**src/rtl/binary_add_sub_pipe_pkg.sv**
```systemverilog
// ---------------------------------------------------------------------------
// binary_add_sub_pkg
// Shared definitions for the segmented add/subtract pipeline: the operation
// mode encoding, default operand and carry-segment widths, and a helper that
// derives the pipeline depth from them.
// Ports: none (package).
// ---------------------------------------------------------------------------
package binary_add_sub_pkg;

    typedef enum logic {
        ADD = 1'b0,
        SUB = 1'b1
    } mode_e;

    localparam int DEF_WIDTH = 16;
    localparam int DEF_SEG_W = 4;

    // One pipeline stage per carry segment.
    function automatic int num_seg(input int width, input int seg_w);
        return width / seg_w;
    endfunction

endpackage

```
**src/rtl/binary_add_sub_pipe_if.sv**
```systemverilog
// ---------------------------------------------------------------------------
// binary_add_sub_pipe_if
// Operand/result handshake bundle for binary_add_sub_pipe.
// Ports (signals):
//   in_valid / in_ready   operand beat handshake (source -> block)
//   M, A, B               mode (0 add, 1 subtract) and operands
//   out_valid / out_ready result beat handshake (block -> sink)
//   Sum, Co, Ovf, Zero    result, raw MSB carry, signed overflow, Sum == 0
// Modports: master = stimulus/consumer side, slave = the pipeline.
// ---------------------------------------------------------------------------
interface binary_add_sub_pipe_if
    import binary_add_sub_pkg::*;
#(
    parameter int WIDTH = DEF_WIDTH
);

    logic             in_valid;
    logic             in_ready;
    logic             M;
    logic [WIDTH-1:0] A;
    logic [WIDTH-1:0] B;
    logic             out_valid;
    logic             out_ready;
    logic [WIDTH-1:0] Sum;
    logic             Co;
    logic             Ovf;
    logic             Zero;

    modport master (
        output in_valid, M, A, B, out_ready,
        input  in_ready, out_valid, Sum, Co, Ovf, Zero
    );

    modport slave (
        input  in_valid, M, A, B, out_ready,
        output in_ready, out_valid, Sum, Co, Ovf, Zero
    );

endinterface

```
**src/rtl/binary_add_sub_pipe_add_seg.sv**
```systemverilog
// ---------------------------------------------------------------------------
// add_seg
// SEG_W-bit ripple-carry slice used by each pipeline stage.
// Ports:
//   a, b  in   SEG_W  slice operands (b already conditionally inverted)
//   cin   in   1      carry into bit 0
//   s     out  SEG_W  slice sum
//   cout  out  1      carry out of the slice MSB
//   cmsb  out  1      carry into the slice MSB (used for signed overflow)
// ---------------------------------------------------------------------------
module add_seg
    import binary_add_sub_pkg::*;
#(
    parameter int SEG_W = DEF_SEG_W
) (
    input  logic [SEG_W-1:0] a,
    input  logic [SEG_W-1:0] b,
    input  logic             cin,
    output logic [SEG_W-1:0] s,
    output logic             cout,
    output logic             cmsb
);

    logic [SEG_W:0] c;

    always_comb begin
        c    = '0;
        s    = '0;
        c[0] = cin;
        for (int i = 0; i < SEG_W; i++) begin
            s[i]   = a[i] ^ b[i] ^ c[i];
            c[i+1] = (a[i] & b[i]) | (c[i] & (a[i] ^ b[i]));
        end
    end

    assign cout = c[SEG_W];
    assign cmsb = c[SEG_W-1];

endmodule

```
**src/rtl/binary_add_sub_pipe.sv**
```systemverilog
// ---------------------------------------------------------------------------
// binary_add_sub_pipe
// Carry-segmented add/subtract pipeline. Stage k adds bits
// [k*SEG_W +: SEG_W] using the carry registered by stage k-1; the operand
// bits a stage has not reached yet travel alongside in skew registers, and the
// finished low result segments travel forward so the full word lines up at
// the last stage. Subtract is A + ~B + 1 (carry-in = M). Latency is NSEG
// cycles, one beat per cycle; the whole pipe stalls together when the output
// is held.
// Ports:
//   clk    in   rising-edge clock
//   rst_n  in   synchronous active-low reset
//   bus    slave modport of binary_add_sub_pipe_if (handshake, operands,
//          result flags)
// ---------------------------------------------------------------------------
module binary_add_sub_pipe
    import binary_add_sub_pkg::*;
#(
    parameter int WIDTH = DEF_WIDTH,
    parameter int SEG_W = DEF_SEG_W
) (
    input  logic                  clk,
    input  logic                  rst_n,
    binary_add_sub_pipe_if.slave  bus
);

    localparam int NSEG = num_seg(WIDTH, SEG_W);

    if (WIDTH < 4 || SEG_W < 1 || (WIDTH % SEG_W) != 0) begin : g_param_err
        $error("binary_add_sub_pipe: WIDTH must be >= 4 and a multiple of SEG_W");
    end

    logic advance;
    logic last_v;

    for (genvar k = 0; k < NSEG; k++) begin : g_st
        localparam int RW = (k + 1) * SEG_W;

        logic [SEG_W-1:0] a_seg;
        logic [SEG_W-1:0] b_seg;
        logic [SEG_W-1:0] b_eff;
        logic [SEG_W-1:0] s_seg;
        logic             cin;
        logic             m_in;
        logic             v_in;
        logic             cout;
        logic             cmsb;
        logic             load;
        logic [RW-1:0]    r_new;

        logic             v_q, v_d;
        logic             c_q, c_d;
        logic [RW-1:0]    r_q, r_d;

        if (k == 0) begin : g_src
            assign a_seg = bus.A[SEG_W-1:0];
            assign b_seg = bus.B[SEG_W-1:0];
            assign cin   = bus.M;
            assign m_in  = bus.M;
            assign v_in  = bus.in_valid;
            assign r_new = s_seg;
        end else begin : g_src
            assign a_seg = g_st[k-1].g_skew.a_up_q[SEG_W-1:0];
            assign b_seg = g_st[k-1].g_skew.b_up_q[SEG_W-1:0];
            assign cin   = g_st[k-1].c_q;
            assign m_in  = g_st[k-1].g_skew.m_q;
            assign v_in  = g_st[k-1].v_q;
            assign r_new = {s_seg, g_st[k-1].r_q};
        end

        assign b_eff = (mode_e'(m_in) == SUB) ? ~b_seg : b_seg;

        add_seg #(
            .SEG_W (SEG_W)
        ) u_add_seg (
            .a    (a_seg),
            .b    (b_eff),
            .cin  (cin),
            .s    (s_seg),
            .cout (cout),
            .cmsb (cmsb)
        );

        // Data only moves with a real beat, so bubbles leave the last
        // result parked at the output instead of overwriting it.
        assign load = advance & v_in;

        always_comb begin
            v_d = v_q;
            c_d = c_q;
            r_d = r_q;
            if (advance) begin
                v_d = v_in;
            end
            if (load) begin
                c_d = cout;
                r_d = r_new;
            end
        end

        always_ff @(posedge clk) begin
            if (!rst_n) begin
                v_q <= 1'b0;
                c_q <= 1'b0;
                r_q <= '0;
            end else begin
                v_q <= v_d;
                c_q <= c_d;
                r_q <= r_d;
            end
        end

        // Operand bits above this stage's segment, plus the mode, ride along
        // so the next stage sees its own beat.
        if (k < NSEG - 1) begin : g_skew
            localparam int UW = WIDTH - RW;

            logic [UW-1:0] a_up_src;
            logic [UW-1:0] b_up_src;
            logic [UW-1:0] a_up_q, a_up_d;
            logic [UW-1:0] b_up_q, b_up_d;
            logic          m_q, m_d;

            if (k == 0) begin : g_up
                assign a_up_src = bus.A[WIDTH-1:SEG_W];
                assign b_up_src = bus.B[WIDTH-1:SEG_W];
            end else begin : g_up
                assign a_up_src = g_st[k-1].g_skew.a_up_q[UW+SEG_W-1:SEG_W];
                assign b_up_src = g_st[k-1].g_skew.b_up_q[UW+SEG_W-1:SEG_W];
            end

            always_comb begin
                a_up_d = a_up_q;
                b_up_d = b_up_q;
                m_d    = m_q;
                if (load) begin
                    a_up_d = a_up_src;
                    b_up_d = b_up_src;
                    m_d    = m_in;
                end
            end

            always_ff @(posedge clk) begin
                if (!rst_n) begin
                    a_up_q <= '0;
                    b_up_q <= '0;
                    m_q    <= 1'b0;
                end else begin
                    a_up_q <= a_up_d;
                    b_up_q <= b_up_d;
                    m_q    <= m_d;
                end
            end
        end
    end

    logic ovf_q, ovf_d;
    logic zero_q, zero_d;

    always_comb begin
        ovf_d  = ovf_q;
        zero_d = zero_q;
        if (g_st[NSEG-1].load) begin
            ovf_d  = g_st[NSEG-1].cmsb ^ g_st[NSEG-1].cout;
            zero_d = (g_st[NSEG-1].r_new == '0);
        end
    end

    always_ff @(posedge clk) begin
        if (!rst_n) begin
            ovf_q  <= 1'b0;
            zero_q <= 1'b0;
        end else begin
            ovf_q  <= ovf_d;
            zero_q <= zero_d;
        end
    end

    assign last_v        = g_st[NSEG-1].v_q;
    assign advance       = ~last_v | bus.out_ready;
    assign bus.in_ready  = advance;
    assign bus.out_valid = last_v;
    assign bus.Sum       = g_st[NSEG-1].r_q;
    assign bus.Co        = g_st[NSEG-1].c_q;
    assign bus.Ovf       = ovf_q;
    assign bus.Zero      = zero_q;

endmodule

```
**src/flat_wrapper.sv**
```systemverilog
// flat-port wrapper written by rule: the top's interface ports become plain ports
module binary_add_sub_pipe_flat import binary_add_sub_pkg::*;
#(
    parameter int WIDTH = DEF_WIDTH,
    parameter int SEG_W = DEF_SEG_W
)
  (clk, rst_n, bus_in_valid, bus_M, bus_A, bus_B, bus_out_ready, bus_in_ready, bus_out_valid, bus_Sum, bus_Co, bus_Ovf, bus_Zero);
  binary_add_sub_pipe_if #(.WIDTH(WIDTH)) bus_i ();
  input  logic clk;
  input  logic rst_n;
  input wire logic [$bits(bus_i.in_valid)-1:0] bus_in_valid;
  input wire logic [$bits(bus_i.M)-1:0] bus_M;
  input wire logic [$bits(bus_i.A)-1:0] bus_A;
  input wire logic [$bits(bus_i.B)-1:0] bus_B;
  input wire logic [$bits(bus_i.out_ready)-1:0] bus_out_ready;
  output wire logic [$bits(bus_i.in_ready)-1:0] bus_in_ready;
  output wire logic [$bits(bus_i.out_valid)-1:0] bus_out_valid;
  output wire logic [$bits(bus_i.Sum)-1:0] bus_Sum;
  output wire logic [$bits(bus_i.Co)-1:0] bus_Co;
  output wire logic [$bits(bus_i.Ovf)-1:0] bus_Ovf;
  output wire logic [$bits(bus_i.Zero)-1:0] bus_Zero;
  assign bus_i.in_valid = bus_in_valid;
  assign bus_i.M = bus_M;
  assign bus_i.A = bus_A;
  assign bus_i.B = bus_B;
  assign bus_i.out_ready = bus_out_ready;
  assign bus_in_ready = bus_i.in_ready;
  assign bus_out_valid = bus_i.out_valid;
  assign bus_Sum = bus_i.Sum;
  assign bus_Co = bus_i.Co;
  assign bus_Ovf = bus_i.Ovf;
  assign bus_Zero = bus_i.Zero;
  binary_add_sub_pipe #(.WIDTH(WIDTH), .SEG_W(SEG_W)) u_core (.clk(clk), .rst_n(rst_n), .bus(bus_i));
endmodule
```
**config.mk**
```make
export PLATFORM = sky130hd
export DESIGN_NAME = binary_add_sub_pipe_flat
export DESIGN_NICKNAME = d
export VERILOG_FILES = /design/src/rtl/binary_add_sub_pipe_pkg.sv /design/src/rtl/binary_add_sub_pipe_if.sv /design/src/rtl/binary_add_sub_pipe_add_seg.sv /design/src/rtl/binary_add_sub_pipe.sv /design/src/flat_wrapper.sv
export SDC_FILE = /design/constraint.sdc
export NUM_CORES = 1
export LEC_CHECK = 0
export ABC_AREA = 1
export BUFFER_PORTS_ARGS = -buffer_cell sky130_fd_sc_hd__buf_4
export CAP_MARGIN = 5
export CORE_MARGIN = 10
export CORE_UTILIZATION = 61
export DETAILED_ROUTE_END_ITERATION = 16
export GPL_ROUTABILITY_DRIVEN = 0
export PLACE_DENSITY = 0.85
export REMOVE_ABC_BUFFERS = 1
export SETUP_SLACK_MARGIN = 0.15
export SKIP_LAST_GASP = 1
export SLEW_MARGIN = 0
export SYNTH_ARGS = -nofsm -noshare
export SYNTH_HDL_FRONTEND = slang
export SYNTH_SLANG_ARGS = --single-unit
export TNS_END_PERCENT = 5
```
**constraint.sdc**
```tcl
create_clock -name clk -period 5.3 [get_ports clk]
set_input_delay 0.265 -clock clk [delete_from_list [all_inputs] [get_ports clk]]
set_output_delay 0.265 -clock clk [all_outputs]
set_load 0.01 [all_outputs]
```
== Yosys cells after proc, flatten, opt, wreduce, memory -nomap -nowiden ==
Index checks and enable logic that the tools add are counted.
Widths: inputs -> output; s select.
Operators by class
  multiplexer cells: 4
  bitwise gates (word level): 91
  reductions and logical operators: 1
Operator list (count)
  $and 1x1->1: 36
  $xor 1x1->1: 33
  $or 1x1->1: 17
  $logic_not 16->1: 1
  $mux 4: 4
  $not 4->4: 4
  $not 1->1: 1
Word-level totals
  flip-flop bits (word level): 101

== Logic depth before layout (Yosys ltp) ==
  depth in word-level cells: 12
  mapped depth: 13
  gate-level depth less buffers: 12

== Cells and area by module ==
From an unflattened synthesis, not the netlist that was laid out.
Second synthesis, totals
  cell total of the unflattened synthesis: 519
  area total of the unflattened synthesis: 4240.3 um2
Modules (own cells, without submodules)
  binary_add_sub_pipe: times used 1, cells each 471, area each 3799.9 um2
  add_seg: times used 4, cells each 12, area each 110.1 um2

== Worst setup path after synthesis ==
OpenSTA, ideal clock, no wires.
  path kind: reg2reg
  start point: reg u_core.g_st[2].g_skew.m_q
  end point: reg u_core.zero_q, in the netlist u_core.bus.Zero
  library setup time: 70 ps
  arrival time: 2680 ps
  data required time: 5230 ps
  setup slack: 2550 ps
  cell stages (with the launch flop): 14
  path buffers: 1
  cell sequence: dfxtp_1 -> clkbuf_1 -> xor2_1 -> fa_1 -> inv_1 -> fa_1 -> fa_1 -> inv_1 -> fa_1 -> nor2_1 -> nand2_1 -> nor2_1 -> nand3_1 -> a21oi_1
Between the ends
  longest elaborated chain between the ends: 10
  elaborated cells between the ends (all ways): 19
  those cells by class: mux: 1; bitwise: 17; reduce/logical: 1
RTL lines
  start, declared: line binary_add_sub_pipe.sv:122  | logic m_q, m_d;
  start signal, assigned: line binary_add_sub_pipe.sv:151  | m_q <= m_d;
  $mux 4 *: line binary_add_sub_pipe.sv:71  | assign b_eff = (mode_e'(m_in) == SUB) ? ~b_seg : b_seg;
  $xor 1x1->1: line binary_add_sub_pipe_add_seg.sv:32  | c[i+1] = (a[i] & b[i]) | (c[i] & (a[i] ^ b[i]));
  $and 1x1->1: line binary_add_sub_pipe_add_seg.sv:32
  $or 1x1->1: line binary_add_sub_pipe_add_seg.sv:32
  $and 1x1->1: line binary_add_sub_pipe_add_seg.sv:32
  $or 1x1->1: line binary_add_sub_pipe_add_seg.sv:32
  $and 1x1->1: line binary_add_sub_pipe_add_seg.sv:32
  $or 1x1->1: line binary_add_sub_pipe_add_seg.sv:32
  $xor 1x1->1 *: line binary_add_sub_pipe_add_seg.sv:31  | s[i] = a[i] ^ b[i] ^ c[i];
  named net u_core.g_st[3].s_seg[3]: line binary_add_sub_pipe.sv:42  | logic [SEG_W-1:0] s_seg;
  $logic_not 16->1 *: line binary_add_sub_pipe.sv:165  | zero_d = (g_st[NSEG-1].r_new == '0);
  end signal, assigned: line binary_add_sub_pipe.sv:175  | zero_q <= zero_d;
  end, declared: line binary_add_sub_pipe.sv:158  | logic zero_q, zero_d;
The timed path passes the listed nets; every way through them passes the cells marked *.
A chain may end at the register's enable or synchronous reset.

== Final worst setup path ==
Same ends and word-level chain as after synthesis.

==> reports/results.ini <==
[synth]
synth_ff_type=dfxtp_1
synth-edff-count=0
synthXorXnorAreaFrac_pct=3.66
synth_area_leaders=dfxtp_1, nor2_1, o21ai_0
syn_area_mm2=0.00407
synth_compound_area_share_pct=14.8
yosysSeqAreaShare_pct=49.7
yosysTopAreaCellShare_pct=49.7
synth_simple_gate_area_share_pct=17.4
yosys.area_share.adder_pct=7.38
synth.mux.area_fraction_pct=0
yosysTopAreaCell=dfxtp_1
syn_inst=491
syn_area_per_cell_um2=8.28
yosysMostFrequentCell=nor2_1
ys_ff_latch=101
async_reset_ff_share_pct=0
synth_cell_types=18
synth_top_family_by_area=simple AND/OR/NAND/NOR gates
ys_top_cells_by_count=nor2_1, dfxtp_1, o21ai_0, a21oi_1, inv_1
ys_warn_count=0

[setup_path]
required_ns=5.59
cp_top_family=adder cells
crit_path_max_fanout=5
crit_top_cell=fa_1
start_kind=register
startpoint=u_core.g_st[2].g_skew.m_q$_SDFFE_PN0P_
cp_slowest_cell=fa_1
max_stage_delay_ns=0.46
r2r-start=u_core.g_st[2].g_skew.m_q$_SDFFE_PN0P_
endpoint=u_core.bus.Zero$_SDFFE_PN0P_
r2r_end=u_core.bus.Zero$_SDFFE_PN0P_
reg2reg_setup_slack_ns=2.42
cp-end-kind=register
path_class=register to register
crit_path_cell_trace=xor2_1, fa_1, inv_1, fa_1, fa_1, inv_1, fa_1, nor2_1, nand2_1, nor2_1, nand3_1, a21oi_1
path_buf_inv=2
cp.depth=12
r2r_cells=12
arrival_ns=3.17

[clock_tree]
cts_buffer_depth=2
cts_resized=0
clk_latency_ns=0.36
cts_tree=built
hold_buffers=0
cts_sinks=101
clockRootBuffer=clkbuf_8
cts_buffers=9
cts_setup_buffers=0
htreeDepth=3
clk_pin_slew_ns=0.09

[global_route]
grt_first_pass_wirelength_um=13000
antenna_found_initial=0
grt_max_degree=97
overflow=0
track_usage_pct=15.3
grt_pass1_vias=3094

[pwr]
p_leak_nw=2.02
net-switching-power_mw=0.378
vdd.ir_drop.worst_mv=0.181
pwr-share-seq_pct=52.9
clkPwrFrac_pct=35.2
switching_share_pct=24.0
p_per_area_mw_per_mm2=340
comb_power_share_pct=12.0
intPower_mw=1.20

[cells_and_area]
fill_cells=516
nets=580
area_delta_synth_final_pct=14.0
fin_cells=609
fin_area_mm2=0.00464
final_core_util_pct=72.2
diodes=0
drive_above_1_share_pct=15.0

[min_path]
hp-class=input pin to register

[detailed_routing]
post_drt_wl_per_cell_um=12.6
routed.top_layer=met4
met1Wirelength_um=3370
dr_wl_met3_um=381
routed_wl_um=7650
first_iter_violations=83
drtAntennaViolNets=0
viasPerCell=5.07
drcViolationCount=0
num_vias=3090
met2_length_um=3730
first_pass_iters=4

[floorplan]
die-area_mm2=0.0103
num_rows=29
dieHeight_um=102
io_pins=58
design.core.area_mm2=0.00642
dieWidth_um=102
initial_core_util_pct=63.3

[sta]
skew_ns=0.00653
fmax_mhz=347
slew_headroom_pct=52.2
whs_ns=0.150
period_needed_ns=2.88
tns_ns=0
drv_slew=0
rsz0062_at_grt=no
finalSetupViolCount=0
finalCritPeriodShare_pct=54.3
hold_viol_final=0
worst_pin_slew_ns=0.718

[flow_run]
maxCapViolations=0

[placed_design]
hpwl_um=5270
dp.cells=594
placed_area_mm2=0.00441
io_buffers=57

[status]
outcome=complete, no violations

kinds of logic (layout without fill, tap and decap cells):
logic type / after synthesis / count (layout)
compound gates: 120 / 120
xor+xnor: 17 / 17
fa+ha+maj: 15 / 15
buf+inv: 59 / 100
flops: 101 / 101
simple gates: 179 / 179
metal layers:
layer / global-route usage, % / vias to the layer above
met5: 0 / -
met4: 7.92 / 0
met3: 3.34 / 14
met2: 27.2 / 59
met1: 16.6 / 1399
li1: - / 1618
worst min path at each step:
stage	startpoint	end	slack, ns	depth (start not counted)
after floorplan	rst_n	u_core.bus.Co$_SDFFE_PN0P_	0.40	2
final	bus_B[9]	u_core.g_st[0].g_skew.b_up_q[5]$_SDFFE_PN0P_	0.15	3
after detailed placement	u_core.bus.Zero$_SDFFE_PN0P_	u_core.bus.Zero$_SDFFE_PN0P_	0.46	2
after CTS	bus_A[13]	u_core.g_st[0].g_skew.a_up_q[9]$_SDFFE_PN0P_	0.15	3
after global routing	bus_B[11]	u_core.g_st[0].g_skew.b_up_q[7]$_SDFFE_PN0P_	0.16	3
after global placement	u_core.g_st[0].r_q[0]$_SDFFE_PN0P_	u_core.g_st[0].r_q[0]$_SDFFE_PN0P_	0.45	2
registers in the layout, summed over array words and instances, names as in the netlist:
| signal | flops |
|---|---|
| u_core.g_st.g_skew.m_q | 3 |
| u_core.bus.out_valid | 1 |
| u_core.g_st.c_q | 3 |
| u_core.g_st.v_q | 3 |
| u_core.g_st.r_q | 24 |
| u_core.bus.Zero | 1 |
| u_core.g_st.g_skew.b_up_q | 24 |
| u_core.g_st.g_skew.a_up_q | 24 |
| u_core.bus.Sum | 16 |
| u_core.bus.Ovf | 1 |
| u_core.bus.Co | 1 |
cells in the final DEF (no fill, tap or decap):
cell type and n:
a21oi_1 24, buf_4 57, bufinv_16 3, clkbuf_1 1
clkbuf_8 9, clkinv_2 2, dfxtp_1 101, fa_1 15
inv_1 24, inv_2 4, nand2_1 10, nand2_2 1
nand2_4 4, nand3_1 2, nor2_1 162, o21ai_0 84
o21ai_1 12, xnor2_1 7, xor2_1 10
power groups by stage:
| stage | sequential, mW | clock [mW] | combinational (mW) |
|---|---|---|---|
| detailed placement | 0.850 | 0 | 0.188 |
| global route | 0.838 | 0.580 | 0.221 |
| CTS | 0.832 | 0.557 | 0.191 |
| global placement | 0.847 | 0 | 0.179 |
| finish | 0.833 | 0.554 | 0.188 |
| floorplan | 0.846 | 0 | 0.119 |
per-stage QoR:
| step | power [mW] | setup slack, ns |
|---|---|---|
| 4_1_cts | 1.58 | 2.41 |
| 3_5_place_dp | 1.04 | 2.48 |
| 2_1_floorplan | 0.965 | 2.66 |
| 3_3_place_gp | 1.03 | 2.58 |
| 6_report | 1.57 | 2.42 |
| 5_1_grt | 1.64 | 2.26 |
cell type report:
type / count / area, um^2 / share of cell area [%]
Sequential cell: 101 / 2020 / 43.6
Clock buffer: 10 / 128 / 2.75
Timing Repair Buffer: 57 / 428 / 9.23
Clock inverter: 5 / 100 / 2.16
Multi-Input combinational cell: 331 / 1760 / 37.9
Tap cell: 77 / 96.3 / 2.08
Inverter: 28 / 105 / 2.27
worst reg2reg max path: stages (launching register included):
cell,delay (ns)
dfxtp_1,0.45
xor2_1,0.25
fa_1,0.22
inv_1,0.06
fa_1,0.41
fa_1,0.44
inv_1,0.11
fa_1,0.46
nor2_1,0.11
nand2_1,0.06
nor2_1,0.08
nand3_1,0.07
a21oi_1,0.12
No activity file was read; power rests on OpenSTA's default activity.
